File: src/rtl/fde_pkg.sv
// Shared encodings for the fetch-decode-execute controller: FSM states,
// instruction opcodes and ALU operation selects.
package fde_pkg;

    typedef enum logic [2:0] {
        ST_IDLE      = 3'd0,
        ST_FETCH     = 3'd1,
        ST_DECODE    = 3'd2,
        ST_EXECUTE   = 3'd3,
        ST_WRITEBACK = 3'd4,
        ST_HALT      = 3'd5
    } state_e;

    localparam logic [3:0] OP_NOP  = 4'h0;
    localparam logic [3:0] OP_LDI  = 4'h1;
    localparam logic [3:0] OP_ADD  = 4'h2;
    localparam logic [3:0] OP_SUB  = 4'h3;
    localparam logic [3:0] OP_AND  = 4'h4;
    localparam logic [3:0] OP_OR   = 4'h5;
    localparam logic [3:0] OP_ST   = 4'h6;
    localparam logic [3:0] OP_JMP  = 4'h7;
    localparam logic [3:0] OP_JZ   = 4'h8;
    localparam logic [3:0] OP_HALT = 4'hF;

    localparam logic [2:0] ALU_PASS = 3'd0;
    localparam logic [2:0] ALU_LDI  = 3'd1;
    localparam logic [2:0] ALU_ADD  = 3'd2;
    localparam logic [2:0] ALU_SUB  = 3'd3;
    localparam logic [2:0] ALU_AND  = 3'd4;
    localparam logic [2:0] ALU_OR   = 3'd5;

endpackage

File: src/rtl/fde_decoder.sv
// Combinational opcode decoder: maps the IR opcode nibble to the control
// requests the sequencer qualifies with its current state.
module fde_decoder
    import fde_pkg::*;
(
    input  logic [3:0] opcode_i,
    output logic [2:0] alu_op_o,
    output logic       acc_we_req_o,
    output logic       st_o,
    output logic       jmp_o,
    output logic       jz_o,
    output logic       halt_o,
    output logic       illegal_o
);

    // Opcodes 9..E fall to the default arm: flagged illegal, otherwise a NOP.
    always_comb begin
        alu_op_o     = ALU_PASS;
        acc_we_req_o = 1'b0;
        st_o         = 1'b0;
        jmp_o        = 1'b0;
        jz_o         = 1'b0;
        halt_o       = 1'b0;
        illegal_o    = 1'b0;
        case (opcode_i)
            OP_NOP:  ;
            OP_LDI:  begin alu_op_o = ALU_LDI; acc_we_req_o = 1'b1; end
            OP_ADD:  begin alu_op_o = ALU_ADD; acc_we_req_o = 1'b1; end
            OP_SUB:  begin alu_op_o = ALU_SUB; acc_we_req_o = 1'b1; end
            OP_AND:  begin alu_op_o = ALU_AND; acc_we_req_o = 1'b1; end
            OP_OR:   begin alu_op_o = ALU_OR;  acc_we_req_o = 1'b1; end
            OP_ST:   st_o   = 1'b1;
            OP_JMP:  jmp_o  = 1'b1;
            OP_JZ:   jz_o   = 1'b1;
            OP_HALT: halt_o = 1'b1;
            default: illegal_o = 1'b1;
        endcase
    end

endmodule

File: src/rtl/fde_controller.sv
// Fetch-decode-execute sequencer: owns PC, IR and the retire counter and
// drives datapath strobes as Moore functions of state and IR.
module fde_controller
    import fde_pkg::*;
#(
    parameter int ADDR_W   = 4,
    parameter int INSTR_W  = 8,
    parameter int RETIRE_W = 8
) (
    input  logic                i_clk,
    input  logic                i_reset,
    input  logic                i_stop,
    input  logic [INSTR_W-1:0]  i_imem_data,
    input  logic                i_zero,
    output logic [ADDR_W-1:0]   o_imem_addr,
    output logic [2:0]          o_alu_op,
    output logic                o_acc_we,
    output logic [3:0]          o_imm,
    output logic                o_write_en,
    output logic [3:0]          o_write_add,
    output logic [2:0]          o_state,
    output logic                o_halted,
    output logic                o_illegal,
    output logic [RETIRE_W-1:0] o_retired
);

    state_e              state_q, state_d;
    logic [ADDR_W-1:0]   pc_q, pc_d;
    logic [INSTR_W-1:0]  ir_q, ir_d;
    logic [RETIRE_W-1:0] retired_q, retired_d;
    logic                zero_q, zero_d;

    logic [2:0] dec_alu_op;
    logic       dec_acc_we_req;
    logic       dec_st;
    logic       dec_jmp;
    logic       dec_jz;
    logic       dec_halt;
    logic       dec_illegal;

    fde_decoder u_decoder (
        .opcode_i     (ir_q[INSTR_W-1 -: 4]),
        .alu_op_o     (dec_alu_op),
        .acc_we_req_o (dec_acc_we_req),
        .st_o         (dec_st),
        .jmp_o        (dec_jmp),
        .jz_o         (dec_jz),
        .halt_o       (dec_halt),
        .illegal_o    (dec_illegal)
    );

    always_ff @(posedge i_clk) begin
        if (i_reset) begin
            state_q   <= ST_IDLE;
            pc_q      <= '0;
            ir_q      <= '0;
            retired_q <= '0;
            zero_q    <= 1'b0;
        end else begin
            state_q   <= state_d;
            pc_q      <= pc_d;
            ir_q      <= ir_d;
            retired_q <= retired_d;
            zero_q    <= zero_d;
        end
    end

    // i_stop is only looked at in IDLE and WRITEBACK, i.e. instruction boundaries.
    always_comb begin
        state_d   = state_q;
        pc_d      = pc_q;
        ir_d      = ir_q;
        retired_d = retired_q;
        zero_d    = zero_q;
        case (state_q)
            ST_IDLE: begin
                if (!i_stop) state_d = ST_FETCH;
            end
            ST_FETCH: begin
                ir_d    = i_imem_data;
                state_d = ST_DECODE;
            end
            ST_DECODE: begin
                state_d = dec_halt ? ST_HALT : ST_EXECUTE;
            end
            ST_EXECUTE: begin
                zero_d  = i_zero;
                state_d = ST_WRITEBACK;
            end
            ST_WRITEBACK: begin
                if (dec_jmp || (dec_jz && zero_q)) pc_d = ADDR_W'(ir_q[3:0]);
                else                               pc_d = pc_q + ADDR_W'(1);
                retired_d = retired_q + RETIRE_W'(1);
                state_d   = i_stop ? ST_IDLE : ST_FETCH;
            end
            ST_HALT: begin
                state_d = ST_HALT;
            end
            default: begin
                state_d = ST_IDLE;
            end
        endcase
    end

    // Strobes are forced low while reset is asserted so a reset landing in
    // WRITEBACK aborts the register-file write.
    always_comb begin
        o_alu_op    = ALU_PASS;
        o_acc_we    = 1'b0;
        o_write_en  = 1'b0;
        o_write_add = 4'd0;
        o_illegal   = 1'b0;
        if (!i_reset) begin
            if (state_q == ST_EXECUTE && dec_acc_we_req) begin
                o_alu_op = dec_alu_op;
                o_acc_we = 1'b1;
            end
            if (state_q == ST_WRITEBACK && dec_st) begin
                o_write_en  = 1'b1;
                o_write_add = ir_q[3:0];
            end
            if (state_q == ST_DECODE) o_illegal = dec_illegal;
        end
    end

    assign o_imem_addr = pc_q;
    assign o_imm       = ir_q[3:0];
    assign o_state     = state_q;
    assign o_halted    = (state_q == ST_HALT);
    assign o_retired   = retired_q;

endmodule

File: config.mk
export PLATFORM = sky130hd
export DESIGN_NAME = fde_controller
export DESIGN_NICKNAME = d
export VERILOG_FILES = /design/src/rtl/fde_pkg.sv /design/src/rtl/fde_decoder.sv /design/src/rtl/fde_controller.sv
export SDC_FILE = /design/constraint.sdc
export NUM_CORES = 1
export LEC_CHECK = 0
export ABC_AREA = 1
export CAP_MARGIN = 10
export CORE_UTILIZATION = 40
export CTS_CLUSTER_DIAMETER = 40
export DETAILED_ROUTE_END_ITERATION = 16
export HOLD_SLACK_MARGIN = 0.02
export PLACE_DENSITY = 0.85
export SLEW_MARGIN = 10
export SYNTH_ARGS = -nofsm -noshare
export SYNTH_HDL_FRONTEND = slang
export SYNTH_SLANG_ARGS = --single-unit
File: constraint.sdc
create_clock -name i_clk -period 1.1 [get_ports i_clk]
set_input_delay 0.22 -clock i_clk [delete_from_list [all_inputs] [get_ports i_clk]]
set_output_delay 0.22 -clock i_clk [all_outputs]
set_load 0.005 [all_outputs]
==> results of run 1 <==
==> through the flow <==
step           instances  hold slack (ps)  setup TNS, ps
2_1_floorplan        182              307          -9.94
3_5_place_dp         293              466         -12030
4_1_cts              327              435          -7700
3_3_place_gp         293              455         -11030
==> cell usage after synthesis, types with 3 or more instances <==
master,number
a21oi_1,15
buf_4,4
dfxtp_1,24
inv_1,26
inv_2,5
nand2_1,26
nand2_2,3
nand3_1,15
nor2_1,28
nor2_2,3
o21ai_0,10
o21ai_1,3
==> what timing repair did <==
item / 4_1_cts
pin swaps: 13
endpoints found under the setup margin: 46
hold buffers: 0
buffers inserted: 30
gates resized for setup: 190
gates cloned: 1
==> logic make-up after synthesis <==
family | count (synthesis) | share of synthesized area (%)
DFF | 24 | 38.2
AOI/OAI and AO/OA | 31 | 12.8
adders and majority gates | 2 | 1.99
xor gates and xnor gates | 2 | 1.39
buffers and inverters | 38 | 13.3
and+or+nand+nor | 85 | 32.2
==> run metrics, run 1 <==
Exit stage global routing (5_1_grt); Die H 58.0 um; number of synthesized flops with an enable pin 0; pre-CTS setup slack -702 ps; GR repair worst EP o_alu_op[0]; leading post-synthesis cells by cell area dfxtp_1, nor2_1, inv_1; CTS sink count 24; register area share after synthesis 38.2%; Avg Synthesized Cell Area 6.90 um2; CTS max path bufs 2; Synth Flop Type dfxtp_1; gpl congestion 0.828; kind of the worst endpoint primary output; CTS buffer count 3; Yosys top cell area share 38.2%; synthesized netlist cell count 182; PortBufs 41; syn nets 196; Run Error [ERROR DPL-0033] detailed placement checks failed during check placement.; # rows 19; cell taking the most area after synthesis dfxtp_1; number of synthesized register bits 24; DP Wirelength 2.42 mm; antenna violations before repair 0; status did not finish; post-synthesis cell type count 26; async set-reset flop share out of synthesis 0%; placed cell area 0.00194 mm2; H-tree levels 1; # IOs 42; Root Driver clkbuf_4; Yosys warning count 0; Mapped Area 0.00126 mm2; largest net degree at the start of global routing 18; Starting Density 43.7%; Die Wd 58.0 um
==> run 2: changes to the inputs <==
CORE_AREA = 2 2 63 65   (was unset)
CORE_UTILIZATION = unset   (was 40)
CTS_CLUSTER_DIAMETER = unset   (was 40)
DIE_AREA = 0 0 65 67   (was unset)
HOLD_SLACK_MARGIN = unset   (was 0.02)
PLACE_DENSITY = unset   (was 0.85)
PLACE_DENSITY_LB_ADDON = 0.15   (was unset)
clock period = 1.45 ns   (was 1.1 ns; I/O delays follow)
==> run metrics, run 2 <==
Yosys top cell area share 38.2% (unchanged); minimum clock period 1670 ps; Reg area 524 um2; largest net degree at the start of global routing 17; cell with the most instances after synthesis nor2_1 (unchanged); Yosys warning count 0 (unchanged); Die Wd 65 um (was 58.0 um); RSZ-0062 raised after global routing true; gr ovfl total 0; Avg Synthesized Cell Area 6.90 um2 (unchanged); Die H 67 um (was 58.0 um); net count reported at finish 280; Reg clk slew, reported paths 90 ps; register area share after synthesis 38.2% (unchanged); CP Class flop to output pin; CTS Hold Bufs 0 (unchanged); PortBufs 41 (unchanged); Critical Path Fanout Max 3; DRC 0; CP endpoint kind output pin; worst-margin pin slew 253 ps; Final Cycle Share 115%; area growth from synthesis to layout 79.3%; clk_skew 8.68 ps; antenna violations before repair 0; status finished with violations (was did not finish); CP required 1160 ps; failing checks setup timing; DP Wirelength 2.30 mm (was 2.42 mm); GRT Total Usage 16.6%; Root Driver clkbuf_8 (was clkbuf_4); FMAX 0.599 GHz; CTS max path bufs 2 (unchanged); TritonCTS clock tree built; Core Footprint 0.00361 mm2; CP arrival 1380 ps; Multi-input gate area 761 um2; most frequent cells in the layout buf_4, inv_1, clkdlybuf4s50_1; # diodes 0; synthesized netlist cell count 182 (unchanged); post-synthesis cell type count 26 (unchanged); number of synthesized register bits 24 (unchanged); Final Hold Viols 0; Starting DRT DRC Count 85; most frequent cells after synthesis nor2_1, inv_1, nand2_1 (unchanged); worst setup margin -220 ps; async set-reset flop share out of synthesis 0% (unchanged); vias in the first global route 1,356; # rows 22 (was 19); post-route ant nets 0; wire per inst 10.7 um; CTS sink count 24 (unchanged); syn nets 196 (unchanged); via count 1,416; Routed WL 3.35 mm; number of synthesized flops with an enable pin 0 (unchanged); Fillers 297; Slew Limit Fails 0; leading post-synthesis cells by cell area dfxtp_1, nor2_1, inv_1 (unchanged); Worst VDD drop 0.439 mV; Hold Crit Class flop to flop; H-tree levels 1 (unchanged); worst reg2reg path depth 13; cell taking the most area after synthesis dfxtp_1 (unchanged); Lkg Pwr 1.07 nW; drt first pass iters 4; Final setup viols 14; share of layout cells above drive strength 1 46.4%; Synth Flop Type dfxtp_1 (unchanged); total die area 0.00436 mm2; total power 1.79 mW; CTS buffer count 3 (unchanged); Startpoint Class flop; first-pass GRT wire length 5.71 mm; commonest non-fill, non-tap cell in the layout buf_4; Pwr Density 794 mW/mm2; Rel. slew slack 83.1%; Mapped Area 0.00126 mm2 (unchanged); final core utilization 62.5%; Starting Density 34.8% (was 43.7%); Avg Vias per Cell 4.52; gpl congestion 0.818 (was 0.828); max-cap check violation count 0; Worst-Skew Late Latency 260 ps; Cells on Worst Hold Path 2; # IOs 42 (unchanged)
run 2: cell counts after synthesis:
No cell type changed its count.
run 2: worst max-delay path: stages (launching register included):
cell	delay [ps]
dfxtp_2	340
buf_4	130
buf_6	110
buf_4	130
nor2_4	70
a21oi_1	60
and3_1	170
buf_2	120
run 2: final timing paths:
| path | slack (ps) | from | endpoint |
|---|---|---|---|
| max | -220 | ir_q[6] | o_illegal |
| min | 460 | o_retired[5] | o_retired[5] |
| max reg2reg | -120 | ir_q[6] | o_imem_addr[1] |
| min reg2reg | 460 | o_retired[5] | o_retired[5] |
run 2: kinds of logic (layout without fill, tap and decap cells):
group                    Yosys count  count (layout)  share of synthesized area, %
buffers and inverters             38             121                          13.3
flip-flops                        24              24                          38.2
AND/OR/NAND/NOR                   85              85                          32.2
AO/OA/AOI/OAI                     31              31                          12.8
XOR/XNOR                           2               2                          1.39
adder cells (fa/ha/maj)            2               2                          1.99
run 2: through the flow:
step / setup slack (ps) / area [um2] / std cells / setup TNS (ps) / hold WS (ps)
floorplan: 220 / 1260 / 182 / 0 / 384
global placement: -470 / 1890 / 292 / -4700 / 450
detailed placement: -473 / 1890 / 292 / -4710 / 457
CTS: -260 / 2110 / 309 / -2340 / 469
global route: -293 / 2250 / 313 / -3370 / 496
finish: -220 / 2250 / 313 / -2110 / 457
run 2: routing by layer:
metal  track usage (%)  up-vias  share of wire (%)
met5                 0        -                  0
met4              5.59        0                1.2
met3              2.03        4                3.0
met2              29.0       27                 51
met1              21.0      642                 45
li1                  -      743                  -
run 2: power by group:
part / leakage [nW] / internal (mW) / switching (mW)
Sequential: 0.207 / 0.699 / 0.0469
Combinational: 0.827 / 0.258 / 0.203
Clock: 0.0357 / 0.369 / 0.213
Total: 1.07 / 1.33 / 0.463
run 2: area by class of cell:
type | instances | share of cell area, %
Multi-Input combinational cell | 120 | 33.8
Clock buffer | 3 | 1.83
Inverter | 31 | 5.17
Tap cell | 48 | 2.67
Sequential cell | 24 | 23.3
Timing Repair Buffer | 86 | 31.9
Clock inverter | 1 | 1.33
run 2: timing repair:
action                     CTS  global route
buffers inserted            14             4
resized for setup           80            39
setup endpoints to repair   20            29
pin swaps                    9            12
(Power assumes the default switching activity.)
==> run 3: changes to the inputs <==
CORE_AREA = 8 8 69 71   (was 2 2 63 65)
DIE_AREA = 0 0 77 79   (was 0 0 65 67)
==> run metrics, run 3 (synthesis results as in run 2) <==
status finished with violations (unchanged); failing checks setup timing (unchanged); DP Wirelength 2.63 mm (was 2.30 mm); gr ovfl total 0 (unchanged); GRT Total Usage 11.8% (was 16.6%); # rows 23 (was 22); Worst Setup EP o_write_add[2] (was o_illegal); Worst setup startpoint ir_q[7] (was ir_q[6]); share of layout cells above drive strength 1 46.4% (about the same); # IOs 42 (unchanged); vias in the first global route 1,344 (was 1,356); worst setup margin -252 ps (was -220 ps); Routed WL 3.78 mm (was 3.35 mm); # diodes 0 (unchanged); Root Driver clkbuf_8 (unchanged); wire per inst 12.1 um (was 10.7 um); Starting Density 33.1% (was 34.8%); first-pass GRT wire length 6.02 mm (was 5.71 mm); most frequent cells in the layout buf_4, inv_1, nor2_1 (was buf_4, inv_1, clkdlybuf4s50_1); Worst-Skew Late Latency 260 ps (about the same); largest net degree at the start of global routing 17 (unchanged); CP required 1160 ps (about the same); CTS sink count 24 (unchanged); Hold Crit Class flop to flop (unchanged); CTS buffer count 3 (unchanged); Slew Limit Fails 0 (unchanged); minimum clock period 1700 ps (was 1670 ps); Max stage delay cell, worst path dfxtp_4 (was dfxtp_2); Final Hold Viols 0 (unchanged); worst reg2reg path depth 11 (was 13); Startpoint Class flop (unchanged); Pwr Density 737 mW/mm2 (was 794 mW/mm2); crit-path most repeated cell nor2_4 (was buf_4); Worst VDD drop 0.433 mV (was 0.439 mV); met3 usage 2.93% (was 2.03%); area growth from synthesis to layout 81.0% (was 79.3%); TritonCTS clock tree built (unchanged); reg-to-reg startpoint ir_q[6] (unchanged); Starting DRT DRC Count 90 (was 85); r2r setup slk 40 ps (was -120 ps); antenna violations before repair 0 (unchanged); clk_skew 2.84 ps (was 8.68 ps); Avg Vias per Cell 4.43 (was 4.52); Reg clk slew, reported paths 80 ps (was 90 ps); worst-margin pin slew 248 ps (was 253 ps); net count reported at finish 278 (was 280); Die H 79 um (was 67 um); met1 Use GR 14.2% (was 21.0%); Multi-input gate area 769 um2 (was 761 um2); Fillers 361 (was 297); final instance area 0.00227 mm2 (was 0.00225 mm2); drt first pass iters 4 (unchanged); pre-CTS setup slack -481 ps (was -473 ps); Final setup viols 10 (was 14); total die area 0.00608 mm2 (was 0.00436 mm2); PortBufs 41 (unchanged); commonest non-fill, non-tap cell in the layout buf_4 (unchanged); Die Wd 77 um (was 65 um); max-cap check violation count 0 (unchanged); CP Class flop to output pin (unchanged); Final Cycle Share 117% (was 115%); worst path cell trace nor2_4 -> nand3_2 -> nor2_4 -> nand2_4 -> buf_6 -> nor2_2 -> buf_2 (was buf_4 -> buf_6 -> buf_4 -> nor2_4 -> a21oi_1 -> and3_1 -> buf_2); post-route ant nets 0 (unchanged); via count 1,387 (was 1,416); DRC 0 (unchanged); Max stage delay on crit path 380 ps (was 340 ps); Core Footprint 0.00380 mm2 (was 0.00361 mm2); Top Usage Layer GRT met2 (unchanged); Critical Path Fanout Max 4 (was 3); gpl congestion 0.785 (was 0.818); CP endpoint kind output pin (unchanged); Reg area 523 um2 (was 524 um2); H-tree levels 1 (unchanged); Rel. slew slack 83.4% (was 83.1%); CTS max path bufs 2 (unchanged); RSZ-0062 raised after global routing true (unchanged); Reg-to-Reg End o_imem_addr[1] (unchanged); met2 global-route usage 20.0% (was 29.0%); FMAX 0.588 GHz (was 0.599 GHz); placed cell area 0.00189 mm2 (about the same); Lkg Pwr 1.12 nW (was 1.07 nW); CP arrival 1410 ps (was 1380 ps)
-- run 3: cell count changes in the layout (fill, tap and decap cells not counted), sizes merged --
cell	previous run	this run
dlymetal6s2s	3	6
bufinv	1	0
buf	56	54
clkdlybuf4s50	24	20
clkbuf	3	4
dlygate4sd2	3	4
-- run 3: how the worst min path moves through the flow --
stage | start | end | slack, ps | depth (start not counted)
after floorplan | i_stop | o_state[0] | 380 | 1
after global placement | o_retired[5] | o_retired[5] | 450 | 2
after detailed placement | o_retired[5] | o_retired[5] | 460 | 2
after CTS | o_retired[5] | o_retired[5] | 470 | 2
after global routing | o_retired[5] | o_retired[5] | 480 | 2
final | o_retired[5] | o_retired[5] | 450 | 2
-- run 3: final cells by class --
cell class / count / share of cell area (%)
multi-input cells: 120 / 33.8
repair buffers: 84 / 32.5
flip-flops and latches: 24 / 23.0
inverters: 31 / 5.45
well taps: 50 / 2.75
clock buffers: 4 / 2.42
-- run 3: what timing repair did --
item	in CTS	in global routing
endpoints found under the setup margin	22	27
pin swaps	8	12
gates resized for setup	87	48
buffers inserted	13	4
hold buffers	0	0
-- run 3: worst max-delay path: cells and delay by family (launching register included) --
| kind | cells | cell delay (ps) |
|---|---|---|
| buffers and inverters | 2 | 240 |
| AND/OR/NAND/NOR | 5 | 530 |
| flip-flops | 1 | 380 |
-- run 3: power breakdown --
part	internal [mW]	leakage, nW	switching (mW)	total (mW)
logic	0.257	0.888	0.215	0.472
clock network	0.242	0.0288	0.211	0.453
registers	0.701	0.207	0.0487	0.750
total	1.20	1.12	0.475	1.68
-- run 3: metal layers --
metal | vias up | wire length, um
met5 | - | 0
met2 | 20 | 1880
met1 | 628 | 1760
li1 | 737 | -
met4 | 0 | 17
met3 | 2 | 125
-- run 3: stage by stage --
stage	std cells	setup TNS [ps]	power, mW	utilization [%]	hold WS, ps
2_1_floorplan	182	0	0.914	-	384
3_3_place_gp	294	-4830	1.11	49.7	451
3_5_place_dp	294	-4790	1.10	49.7	455
4_1_cts	311	-1670	1.63	55.2	468
5_1_grt	313	-2630	1.77	59.8	482
6_report	313	-1750	1.68	59.8	452
